==> config.mk <==
export PLATFORM = sky130hd
export DESIGN_NAME = alu_seq_flat
export DESIGN_NICKNAME = d
export VERILOG_FILES = /design/src/rtl/alu_pkg.sv /design/src/rtl/alu_seq_if.sv /design/src/rtl/alu_slice.sv /design/src/rtl/alu_seq.sv /design/src/flat_wrapper.sv
export SDC_FILE = /design/constraint.sdc
export NUM_CORES = 1
export LEC_CHECK = 0
export CAP_MARGIN = 10
export CORE_MARGIN = 2
export CORE_UTILIZATION = 40
export CTS_CLUSTER_DIAMETER = 80
export CTS_CLUSTER_SIZE = 20
export DETAILED_ROUTE_END_ITERATION = 7
export GPL_TIMING_DRIVEN = 0
export SLEW_MARGIN = 40
export SYNTH_ARGS = -nofsm -noshare
export SYNTH_HDL_FRONTEND = slang
export SYNTH_HIERARCHICAL = 1
export SYNTH_SLANG_ARGS = --single-unit
==> constraint.sdc <==
create_clock -name clk -period 18.7 [get_ports clk]
set_clock_uncertainty 0.1 [all_clocks]
set_input_delay 1.87 -clock clk [delete_from_list [all_inputs] [get_ports clk]]
set_output_delay 1.87 -clock clk [all_outputs]
set_load 0.05 [all_outputs]
==> src/rtl/alu_pkg.sv <==
// Shared types and constants for the sliced sequential ALU.
// Command codes match the combinational ALU; command[0] doubles as the subtract select.
package alu_pkg;

  typedef logic [2:0] alu_cmd_t;

  localparam alu_cmd_t ALU_ADD  = 3'd0;
  localparam alu_cmd_t ALU_SUB  = 3'd1;
  localparam alu_cmd_t ALU_XOR  = 3'd2;
  localparam alu_cmd_t ALU_SLT  = 3'd3;
  localparam alu_cmd_t ALU_AND  = 3'd4;
  localparam alu_cmd_t ALU_NAND = 3'd5;
  localparam alu_cmd_t ALU_NOR  = 3'd6;
  localparam alu_cmd_t ALU_OR   = 3'd7;

  typedef enum logic [1:0] {IDLE, RUN, DONE} alu_state_e;

  // Logic commands report carryout and overflow as 0.
  function automatic logic is_logic_cmd(input alu_cmd_t c);
    return !(c == ALU_ADD || c == ALU_SUB || c == ALU_SLT);
  endfunction

endpackage

==> src/rtl/alu_seq_if.sv <==
// Operand/result handshake bundle for alu_seq.
interface alu_seq_if import alu_pkg::*; #(
  parameter int unsigned WIDTH = 32
);
  logic             in_valid;
  logic             in_ready;
  logic [WIDTH-1:0] a;
  logic [WIDTH-1:0] b;
  alu_cmd_t         command;
  logic             out_valid;
  logic             out_ready;
  logic [WIDTH-1:0] result;
  logic             carryout;
  logic             overflow;
  logic             zero;

  modport master (
    output in_valid, a, b, command, out_ready,
    input  in_ready, out_valid, result, carryout, overflow, zero
  );

  modport slave (
    input  in_valid, a, b, command, out_ready,
    output in_ready, out_valid, result, carryout, overflow, zero
  );
endinterface

==> src/rtl/alu_slice.sv <==
// Combinational SLICE-bit ALU unit: ripple adder with B inversion plus bitwise ops.
module alu_slice import alu_pkg::*; #(
  parameter int unsigned SLICE = 8
) (
  input  logic [SLICE-1:0] a,
  input  logic [SLICE-1:0] b,
  input  logic             cin,
  input  alu_cmd_t         command,
  output logic [SLICE-1:0] res,
  output logic             cout,
  output logic             msb_cin
);
  logic [SLICE-1:0] bx;
  logic [SLICE-1:0] sum;

  assign bx = b ^ {SLICE{command[0]}};

  always_comb begin
    logic c;
    c       = cin;
    msb_cin = 1'b0;
    sum     = '0;
    for (int unsigned i = 0; i < SLICE; i++) begin
      if (i == SLICE - 1) msb_cin = c;
      sum[i] = a[i] ^ bx[i] ^ c;
      c      = (a[i] & bx[i]) | (c & (a[i] ^ bx[i]));
    end
    cout = c;
  end

  // Bitwise ops use the uninverted b.
  always_comb begin
    res = sum;
    unique case (command)
      ALU_XOR:  res = a ^ b;
      ALU_AND:  res = a & b;
      ALU_NAND: res = ~(a & b);
      ALU_NOR:  res = ~(a | b);
      ALU_OR:   res = a | b;
      default:  res = sum;
    endcase
  end
endmodule

==> src/rtl/alu_seq.sv <==
// Multi-cycle ALU: one SLICE-bit chunk per clock through a shared alu_slice,
// with the inter-slice carry held in a register and a valid/ready handshake.
module alu_seq import alu_pkg::*; #(
  parameter int unsigned WIDTH = 32,
  parameter int unsigned SLICE = 8
) (
  input logic      clk,
  input logic      rst_n,
  alu_seq_if.slave bus
);
  localparam int unsigned NSLICE = WIDTH / SLICE;
  localparam int unsigned IDXW   = (NSLICE > 1) ? $clog2(NSLICE) : 1;
  localparam logic [IDXW-1:0] LAST_IDX = IDXW'(NSLICE - 1);

  alu_state_e       state_q, state_d;
  logic [WIDTH-1:0] a_q, b_q;
  alu_cmd_t         cmd_q;
  logic [IDXW-1:0]  idx_q, idx_d;
  logic             carry_q, carry_d;
  logic [WIDTH-1:0] result_q, result_d;
  logic             cout_q, cout_d, ovf_q, ovf_d, zero_q, zero_d;

  logic [SLICE-1:0] sl_a, sl_b, sl_res;
  logic             sl_cout, sl_msb_cin;
  logic             accept;

  assign accept = (state_q == IDLE) && bus.in_valid;

  always_comb begin
    sl_a = '0;
    sl_b = '0;
    for (int unsigned k = 0; k < NSLICE; k++) begin
      if (idx_q == IDXW'(k)) begin
        sl_a = a_q[k*SLICE +: SLICE];
        sl_b = b_q[k*SLICE +: SLICE];
      end
    end
  end

  alu_slice #(.SLICE(SLICE)) u_slice (
    .a       (sl_a),
    .b       (sl_b),
    .cin     (carry_q),
    .command (cmd_q),
    .res     (sl_res),
    .cout    (sl_cout),
    .msb_cin (sl_msb_cin)
  );

  always_comb begin
    state_d  = state_q;
    idx_d    = idx_q;
    carry_d  = carry_q;
    result_d = result_q;
    cout_d   = cout_q;
    ovf_d    = ovf_q;
    zero_d   = zero_q;
    unique case (state_q)
      IDLE: begin
        if (bus.in_valid) begin
          state_d = RUN;
          idx_d   = '0;
          carry_d = bus.command[0];
        end
      end
      RUN: begin
        carry_d = sl_cout;
        if (cmd_q != ALU_SLT) begin
          for (int unsigned k = 0; k < NSLICE; k++) begin
            if (idx_q == IDXW'(k)) result_d[k*SLICE +: SLICE] = sl_res;
          end
        end
        if (idx_q == LAST_IDX) begin
          state_d = DONE;
          if (is_logic_cmd(cmd_q)) begin
            cout_d = 1'b0;
            ovf_d  = 1'b0;
          end else begin
            cout_d = sl_cout;
            ovf_d  = sl_msb_cin ^ sl_cout;
          end
          // SLT: sign of the difference corrected by overflow.
          if (cmd_q == ALU_SLT) begin
            result_d    = '0;
            result_d[0] = sl_msb_cin ^ sl_cout ^ sl_res[SLICE-1];
          end
          zero_d = ~|result_d;
        end else begin
          idx_d = idx_q + 1'b1;
        end
      end
      DONE: begin
        if (bus.out_ready) state_d = IDLE;
      end
      default: state_d = IDLE;
    endcase
  end

  always_ff @(posedge clk or negedge rst_n) begin
    if (!rst_n) begin
      state_q  <= IDLE;
      a_q      <= '0;
      b_q      <= '0;
      cmd_q    <= ALU_ADD;
      idx_q    <= '0;
      carry_q  <= 1'b0;
      result_q <= '0;
      cout_q   <= 1'b0;
      ovf_q    <= 1'b0;
      zero_q   <= 1'b0;
    end else begin
      state_q  <= state_d;
      idx_q    <= idx_d;
      carry_q  <= carry_d;
      result_q <= result_d;
      cout_q   <= cout_d;
      ovf_q    <= ovf_d;
      zero_q   <= zero_d;
      if (accept) begin
        a_q   <= bus.a;
        b_q   <= bus.b;
        cmd_q <= bus.command;
      end
    end
  end

  assign bus.in_ready  = (state_q == IDLE);
  assign bus.out_valid = (state_q == DONE);
  assign bus.result    = result_q;
  assign bus.carryout  = cout_q;
  assign bus.overflow  = ovf_q;
  assign bus.zero      = zero_q;
endmodule

==> src/flat_wrapper.sv <==
// flat-port wrapper written by rule: the top's interface ports become plain ports
module alu_seq_flat import alu_pkg::*;
#(
  parameter int unsigned WIDTH = 32,
  parameter int unsigned SLICE = 8
)
  (clk, rst_n, bus_in_valid, bus_a, bus_b, bus_command, bus_out_ready, bus_in_ready, bus_out_valid, bus_result, bus_carryout, bus_overflow, bus_zero);
  alu_seq_if #(.WIDTH(WIDTH)) bus_i ();
  input logic clk;
  input logic rst_n;
  input wire logic [$bits(bus_i.in_valid)-1:0] bus_in_valid;
  input wire logic [$bits(bus_i.a)-1:0] bus_a;
  input wire logic [$bits(bus_i.b)-1:0] bus_b;
  input wire logic [$bits(bus_i.command)-1:0] bus_command;
  input wire logic [$bits(bus_i.out_ready)-1:0] bus_out_ready;
  output wire logic [$bits(bus_i.in_ready)-1:0] bus_in_ready;
  output wire logic [$bits(bus_i.out_valid)-1:0] bus_out_valid;
  output wire logic [$bits(bus_i.result)-1:0] bus_result;
  output wire logic [$bits(bus_i.carryout)-1:0] bus_carryout;
  output wire logic [$bits(bus_i.overflow)-1:0] bus_overflow;
  output wire logic [$bits(bus_i.zero)-1:0] bus_zero;
  assign bus_i.in_valid = bus_in_valid;
  assign bus_i.a = bus_a;
  assign bus_i.b = bus_b;
  assign bus_i.command = bus_command;
  assign bus_i.out_ready = bus_out_ready;
  assign bus_in_ready = bus_i.in_ready;
  assign bus_out_valid = bus_i.out_valid;
  assign bus_result = bus_i.result;
  assign bus_carryout = bus_i.carryout;
  assign bus_overflow = bus_i.overflow;
  assign bus_zero = bus_i.zero;
  alu_seq #(.WIDTH(WIDTH), .SLICE(SLICE)) u_core (.clk(clk), .rst_n(rst_n), .bus(bus_i));
endmodule
==> run summary <==
Startpoint Class: flip-flop
Avg Cell Area, Syn: 10.6 sq um
Outcome: completed
FF-to-FF setup slack: 11.47 ns
Overflow after GRT: 0
Gate Count Post-Synth: 565
Vias/cell: 5.42
Largest net degree at the start of global routing: 61
Fin util: 52.5%
Max Cap Violations: 0
Nets@finish: 787
Worst Hold Class: flip-flop to flip-flop
Layout fillers: 1314
RSZ-0062 raised after global routing: false
Cell family with most CP delay: adder cells
Hold path startpoint: u_core/b_q[21]
Endpoint class of the critical path: flip-flop
IO Count: 108
Hold_ws: 0.385 ns
Clk Latency, worst-skew pair: 0.36 ns
Post-synth EDFFs: 0
WL met2: 7.32 mm
Clk root buf: clkbuf_16
CTS Buffer Depth: 2
Buffers and inverters on the worst path: 9
Arr. time, crit path: 7.42 ns
Top Layer Used: met4
Row count: 44
Starting Density: 41.0%
Area grow syn2layout: 28.2%
Total vias in the final route: 4751
Post-Place Setup Slack: 11.48 ns
CORE AREA: 14600 sq um
WL final: 15.9 mm
Max incr delay on CP: 0.46 ns
Register area share after synthesis: 44.8%
Fin Setup TNS: 0 ns
YS warnings: 6
Slew Limit Fails: 0
Worst-margin pin slew: 0.840 ns
Worst relative slew slack: 43.8%
# clock sinks: 107
Reg2Reg Capture Point: u_core/bus.zero
GPL Wtd Cong: 0.844
Post-CTS Resized: 0
Setup violators final: 0
Register area: 2680 sq um
Vias in the first global route: 4824
Synthesized flop and latch total: 107
Die area: 15900 sq um
Initial antenna violation count: 0
Crit Path Category: flip-flop to flip-flop
PortBufs: 107
# diodes: 0
Tmin final: 7.23 ns
First-pass GRT wire length: 25.9 mm
DR WL met3: 717 microns
H-tree levels: 3
Post-DP HPWL: 12.0 mm
Final hold violations: 0
Hold buffer count at cts: 0
Post-synthesis cell type count: 52
Footprint of the multi-input gates: 2990 sq um
Worst hold path depth: 1
Setup ws final: 11.47 ns
Clock transition at the registers of the reported paths: 0.08 ns
ANT nets after route: 0
Cell depth of the worst flop-to-flop path: 29
Post-CTS Setup Bufs: 0
Share of flip-flops with an asynchronous set or reset: 100%
Post-synth top flop: dfrtp_1
CTS tree: built
GR Util All Layers: 20.6%
Layout cell share with drive strength beyond 1: 6.94%
CP max stage cell: fa_1
Post-DR wirelength/cell: 18.1 microns
Fmax: 138 MHz
WL met1: 7.63 mm
Most frequent cell on the critical path: fa_1
DRC viols: 0
Mapped cell area: 5980 sq um
Syn nets: 665
Die width: 126 microns
CTS buffer count: 9
Vert. Die Dim: 126 microns
Worst reg2reg startpoint: u_core/idx_q[0]
TritonRoute pass-1 iters: 4
Worst Hold End: u_core/b_q[21]
Initial detailed-routing violation count: 295
Worst EP required: 18.89 ns
Fin crit share: 38.7%
Crit path max fanout: 10
area by class of cell:
cell class / instances / area share, %
plain buffers: 41 / 2.69
flip-flops and latches: 107 / 34.9
clock inverters: 5 / 1.09
inverters: 29 / 1.42
repair buffers: 111 / 14.6
well taps: 184 / 3.00
clock buffers: 11 / 3.30
multi-input cells: 388 / 39.0
stage by stage:
| step | instances | instance area, sq um |
|---|---|---|
| 4_1_cts | 875 | 7660 |
| 3_5_place_dp | 859 | 7320 |
| 3_3_place_gp | 856 | 7280 |
| 2_1_floorplan | 565 | 5980 |
| 6_report | 876 | 7670 |
| 5_1_grt | 876 | 7670 |
how the worst max path moves through the flow:
stage                         start              end  slack [ns]  cells past startpoint
floorplan           u_core/idx_q[0]  u_core/bus.zero       12.61                     29
global placement              rst_n    u_core/b_q[1]       11.47                      1
detailed placement  u_core/idx_q[1]  u_core/bus.zero       11.48                     28
CTS                 u_core/idx_q[1]  u_core/bus.zero       11.46                     28
global route        u_core/idx_q[1]  u_core/bus.zero       10.85                     28
finish              u_core/idx_q[0]  u_core/bus.zero       11.47                     29
sequential cells by signal, summed over array words and instances (netlist names):
| register | flops |
|---|---|
| u_core/bus.result | 32 |
| u_core/bus.overflow | 1 |
| u_core/idx_q | 2 |
| u_core/cmd_q | 3 |
| u_core/carry_q | 1 |
| u_core/bus.zero | 1 |
| u_core/a_q | 32 |
| u_core/state_q | 2 |
| u_core/b_q | 32 |
| u_core/bus.carryout | 1 |
synthesized netlist by cell type, types with 8 or more instances:
cell type | number | area (sq um)
dfrtp_1 | 107 | 2680
mux2_1 | 67 | 754
nor2b_1 | 21 | 131
a221o_1 | 16 | 160
a22oi_1 | 9 | 67.6
a22o_1 | 8 | 70.1
ha_1 | 21 | 263
o21ai_0 | 20 | 100
nor2_1 | 9 | 33.8
a21oi_1 | 22 | 110
clkbuf_1 | 16 | 60.1
o21ai_1 | 45 | 225
xnor2_1 | 8 | 70.1
mux2i_1 | 16 | 160
fa_1 | 8 | 160
buf_2 | 14 | 70.1
inv_1 | 29 | 109
nand2_1 | 51 | 191
cells by family after synthesis:
group,share of synthesized area [%]
buffers and inverters,5.27
adder cells (fa/ha/maj),7.07
multiplexers,15.8
flip-flops,44.8
XOR/XNOR,1.46
AO/OA/AOI/OAI,15.4
AND/OR/NAND/NOR,10.2
metal layers:
layer / vias up / global-route usage [%]
met5: - / 0
met4: 0 / 6.27
met3: 17 / 3.10
met2: 151 / 33.0
met1: 2333 / 29.0
li1: 2250 / -
cell usage in the layout (no fill, tap or decap), drive strengths merged, types with 2 or more instances in the layout:
cell | synthesis | layout
o21ai | 65 | 65
nand2b | 2 | 2
o211ai | 7 | 7
bufinv | 0 | 2
nand2 | 51 | 51
a31oi | 2 | 2
o21bai | 4 | 4
ha | 21 | 21
nor3 | 9 | 9
and2 | 4 | 4
a22o | 8 | 8
nor4 | 6 | 6
inv | 29 | 30
nor2b | 22 | 22
xor2 | 2 | 2
nand3b | 2 | 2
a21oi | 22 | 22
nand3 | 4 | 4
a221o | 16 | 16
clkbuf | 17 | 28
nor2 | 9 | 9
nand4 | 2 | 2
dfrtp | 107 | 107
or4 | 2 | 2
a211oi | 4 | 4
fa | 8 | 8
mux2i | 16 | 16
buf | 24 | 29
xnor2 | 8 | 8
clkdlybuf4s50 | 0 | 106
mux2 | 69 | 69
or3 | 2 | 2
a22oi | 9 | 9
Power is not shown: default switching activity piles up to over one toggle a cycle in this logic, so the estimate is an artifact.
